### src/rtl/mac_seq_ctrl.sv
// ---------------------------------------------------------------------------
// mac_seq_ctrl
//
// Purpose:
//   Sequencer for an external combinational MAC (out = a*b + c). A job is
//   started with an initial accumulator value. VEC_LEN operand pairs are then
//   streamed through the MAC, and each MAC result is fed back as the next c.
//   The final dot-product is presented on a valid/ready output port.
//
// Ports:
//   clk, rst          rising-edge clock, synchronous active-high reset
//   start, init_c     job start pulse (IDLE only) and initial accumulator
//   in_valid/in_ready operand pair handshake, operands in_a / in_b
//   mac_a/b/c         drive the external MAC (a, b, current accumulator)
//   mac_out           combinational MAC result, same cycle
//   out_valid/ready   result handshake, result on out_res
//   busy              high while a job is in RUN or DONE
//   mac_err           sticky MAC mismatch flag
//
// Build option:
//   MAC_CHECK_EN  When this macro is defined, a shadow MAC recomputes every
//                 accepted beat. Any difference from mac_out sets mac_err.
//                 mac_err stays set until rst. When the macro is undefined,
//                 mac_err is tied to 0.
// ---------------------------------------------------------------------------
module mac_seq_ctrl #(
   parameter int DATA_WIDTH = 4,
   parameter int VEC_LEN    = 4
) (
   input  logic                  clk,
   input  logic                  rst,
   input  logic                  start,
   input  logic [DATA_WIDTH-1:0] init_c,
   input  logic                  in_valid,
   output logic                  in_ready,
   input  logic [DATA_WIDTH-1:0] in_a,
   input  logic [DATA_WIDTH-1:0] in_b,
   output logic [DATA_WIDTH-1:0] mac_a,
   output logic [DATA_WIDTH-1:0] mac_b,
   output logic [DATA_WIDTH-1:0] mac_c,
   input  logic [DATA_WIDTH-1:0] mac_out,
   output logic                  out_valid,
   input  logic                  out_ready,
   output logic [DATA_WIDTH-1:0] out_res,
   output logic                  busy,
   output logic                  mac_err
);

   localparam int CNT_W = $clog2(VEC_LEN + 1);
   localparam logic [CNT_W-1:0] LAST_BEAT = CNT_W'(VEC_LEN - 1);

   typedef enum logic [1:0] {
      IDLE = 2'd0,
      RUN  = 2'd1,
      DONE = 2'd2
   } state_t;

   state_t                state_reg, state_next;
   logic [DATA_WIDTH-1:0] acc_reg,   acc_next;
   logic [CNT_W-1:0]      cnt_reg,   cnt_next;
   logic [DATA_WIDTH-1:0] res_reg,   res_next;
   logic                  beat;

   // In RUN, in_ready is always high. A beat is therefore any valid operand
   // pair that arrives while the controller is in RUN.
   assign beat = (state_reg == RUN) && in_valid;

   always_ff @(posedge clk) begin
      if (rst) begin
         state_reg <= IDLE;
         acc_reg   <= '0;
         cnt_reg   <= '0;
         res_reg   <= '0;
      end else begin
         state_reg <= state_next;
         acc_reg   <= acc_next;
         cnt_reg   <= cnt_next;
         res_reg   <= res_next;
      end
   end

   always_comb begin
      state_next = state_reg;
      acc_next   = acc_reg;
      cnt_next   = cnt_reg;
      res_next   = res_reg;
      in_ready   = 1'b0;
      out_valid  = 1'b0;
      mac_a      = '0;
      mac_b      = '0;
      // The accumulator always drives c. The accumulator is cleared by
      // reset, so this output is 0 right after reset.
      mac_c      = acc_reg;

      case (state_reg)
         IDLE: begin
            if (start) begin
               acc_next   = init_c;
               cnt_next   = '0;
               state_next = RUN;
            end
         end
         RUN: begin
            in_ready = 1'b1;
            mac_a    = in_a;
            mac_b    = in_b;
            if (beat) begin
               acc_next = mac_out;
               cnt_next = cnt_reg + 1'b1;
               if (cnt_reg == LAST_BEAT) begin
                  res_next   = mac_out;
                  state_next = DONE;
               end
            end
         end
         DONE: begin
            // A start pulse in this state is dropped on purpose. This also
            // applies in the handshake cycle. A new job needs a start pulse
            // after the controller has returned to IDLE.
            out_valid = 1'b1;
            if (out_ready) begin
               state_next = IDLE;
            end
         end
         default: begin
            state_next = IDLE;
         end
      endcase
   end

   assign busy    = (state_reg != IDLE);
   assign out_res = res_reg;

`ifdef MAC_CHECK_EN
   logic [DATA_WIDTH-1:0] shadow_res;
   logic                  err_reg;

   // All operands are DATA_WIDTH bits wide, so the sum wraps modulo 2^W,
   // exactly as the external MAC does.
   assign shadow_res = in_a * in_b + acc_reg;

   always_ff @(posedge clk) begin
      if (rst) begin
         err_reg <= 1'b0;
      end else if (beat && (shadow_res != mac_out)) begin
         err_reg <= 1'b1;
      end
   end

   assign mac_err = err_reg;
`else
   assign mac_err = 1'b0;
`endif

endmodule

### config.mk
export PLATFORM = sky130hd
export DESIGN_NAME = mac_seq_ctrl
export DESIGN_NICKNAME = d
export VERILOG_FILES = /design/src/rtl/mac_seq_ctrl.sv
export SDC_FILE = /design/constraint.sdc
export NUM_CORES = 1
export LEC_CHECK = 0
export ABC_AREA = 1
export CAP_MARGIN = 20
export CORE_MARGIN = 2
export CORE_UTILIZATION = 40
export CTS_CLUSTER_DIAMETER = 150
export DETAILED_ROUTE_END_ITERATION = 8
export HOLD_SLACK_MARGIN = 0.1
export PLACE_DENSITY = 0.89
export SLEW_MARGIN = 20
export SYNTH_ARGS = -nofsm -noshare
export SYNTH_HDL_FRONTEND = slang
export SYNTH_SLANG_ARGS = --single-unit
export TNS_END_PERCENT = 30
### constraint.sdc
create_clock -name clk -period 1.9 [get_ports clk]
set_input_delay 0.285 -clock clk [delete_from_list [all_inputs] [get_ports clk]]
set_output_delay 0.285 -clock clk [all_outputs]
set_load 0.005 [all_outputs]
==> impl_metrics.ini <==
[clocking]
clk_pin_slew_ns = 0.08
hold_buffers = 0
cts_buffer_depth = 2
worstSkewPairLatency_ns = 0.28
cts_tree = built
cts_buffers = 3
post_cts_buffers = 0
cts-resized-gates = 0
cts.sinks = 13
cts_htree_levels = 1
clockRootBuffer = clkbuf_4

[global_route]
grt_pass1_vias = 730
grt_max_degree = 15
antenna_found_initial = 0
grt_pass1_wl_um = 2750
grtUsageTotal_pct = 17.7
gr-total-overflow = 0

[cells_and_area]
antenna_cells = 0
fin_nets = 180
multi_input_area_um2 = 369
drive_gt1_share_pct = 7.69
stdcell_count = 181
area_delta_synth_final_pct = 57.8
fillers = 146
seqCellArea_um2 = 262

[critical_path]
reg2reg_depth = 6
worstPathArrival_ns = 1.50
rrSetupSlack_ns = 0.66
r2r-start = cnt_reg[0]
end_kind = output pin
worstPathMaxFanout = 14
crit_type = reg2out
reg2reg_to = state_reg[0]
worst_ep_required_time_ns = 1.62
cp-start-kind = flip-flop

[sta]
fmax_mhz = 561
setup_viol = 0
fin_crit_sh_pct = 93.8
tns_ns = 0
hold_viol = 0
drv_slew = 0
fin_skew_ns = 0.00475
period_minus_slack_ns = 1.78
rsz0062_at_grt = false

[synthesis]
ys_warn_count = 0
syn-mean-instance-area_um2 = 6.36
synth_seq_area_share_pct = 35.3
synth.cell_area_um2 = 738
ys_ff_latch = 13
netlist_instances = 116
syn-num-nets = 139
synth_cell_types = 18

[drt]
routed_wl_um = 1730
num_vias = 799
antenna_left = 0
drtIter0Drc = 8
drc = 0
drt-pass1-iter-count = 4
vias_per_cell = 4.41
wire_per_inst_um = 9.53

[placement]
dp.final_hpwl_um = 1400
place_inst = 177
gp_congestion = 0.770
port_buffers = 39

[hold_path]
hold_end = out_res[1]
hp-class = reg2reg
holdPathStages = 2
worst_hold_startpoint = out_res[1]

[floorplan]
core_area_um2 = 1730
dieWidth_um = 47.0
dieArea_um2 = 2210
io_pins = 41
fp.dieH_um = 47.0
start_util_pct = 42.8
num_rows = 15

[pwr]
p_leak_uw = 0.000559
power_density_nw_per_um2 = 558
vdd_ir_drop_max_v = 0.000381

[run]
maxCapViolations = 0

[run_status]
status = finished clean
## worst max-delay path, stage by stage, from the launching register on
cell	delay, ns
dfxtp_1	0.35
inv_2	0.11
nand2_4	0.13
nor2_1	0.11
clkdlybuf4s50_1	0.52
## worst max-delay path by stage
stage | from | slack (ns) | end | cells past startpoint
2_1_floorplan | cnt_reg[0] | 0.76 | state_reg[0] | 6
3_3_place_gp | in_a[3] | 0.22 | mac_a[3] | 4
3_5_place_dp | in_b[2] | 0.21 | mac_b[2] | 4
4_1_cts | state_reg[0] | 0.005 | mac_a[2] | 3
5_1_grt | state_reg[1] | 0.02 | mac_b[2] | 4
6_report | state_reg[1] | 0.12 | mac_a[2] | 4
## cells in the final DEF (no fill, tap or decap), drive strengths merged
master	n
clkdlybuf4s50	39
clkbuf	4
dfxtp	13
a21oi	9
ha	2
nand3	8
o21a	1
nor2	20
nand2	35
nand3b	1
inv	23
conb	1
## kinds of logic after synthesis
group,synth area share (%)
buf+inv,14.7
compound gates,7.12
flops,35.3
other cells,0.508
fa+ha+maj,3.39
simple gates,39.0
## power by group
| group | internal [uW] | switching [uW] | leakage, uW |
|---|---|---|---|
| sequential | 286 | 9.87 | 0.000106 |
| combinational | 102 | 75.2 | 0.000438 |
| clock | 81.6 | 95.6 | 0.0000150 |
## metrics by stage
step                worst slack [ns]  total power (uW)  util (%)  hold slack (ns)  area, um^2
global route                  0.0200               683      67.5            0.502        1160
floorplan                      0.765               386         -            0.441         738
finish                         0.117               650      67.5            0.468        1160
CTS                          0.00539               652      67.4            0.470        1160
detailed placement             0.215               480      65.9            0.459        1140
global placement               0.219               476      65.9            0.449        1140
## cell usage after synthesis, drive strengths merged
| cell | n | area share (%) |
|---|---|---|
| dfxtp | 13 | 35 |
| a21oi | 9 | 6.1 |
| nand2 | 35 | 20 |
| clkbuf | 1 | 0.51 |
| o21a | 1 | 1.0 |
| inv | 23 | 12 |
| ha | 2 | 3.4 |
| buf | 2 | 2.5 |
| nand3 | 8 | 5.4 |
| conb | 1 | 0.51 |
| nand3b | 1 | 1.0 |
| nor2 | 20 | 13 |
## layer usage
| layer | up-vias | routed length [um] | global-route usage (%) |
|---|---|---|---|
| met3 | 3 | 191 | 5.77 |
| met1 | 335 | 764 | 19.2 |
| met5 | - | 0 | 0 |
| li1 | 422 | - | - |
| met2 | 39 | 745 | 31.8 |
| met4 | 0 | 23 | 6.67 |
## cell type report
type	instances	area share, %
timing repair buffer	39	33.5
multi-input combinational	77	31.7
sequential	13	22.4
inverter	23	7.41
tap	25	2.69
clock buffer	4	2.26
Power figures use the tool's default switching activity.
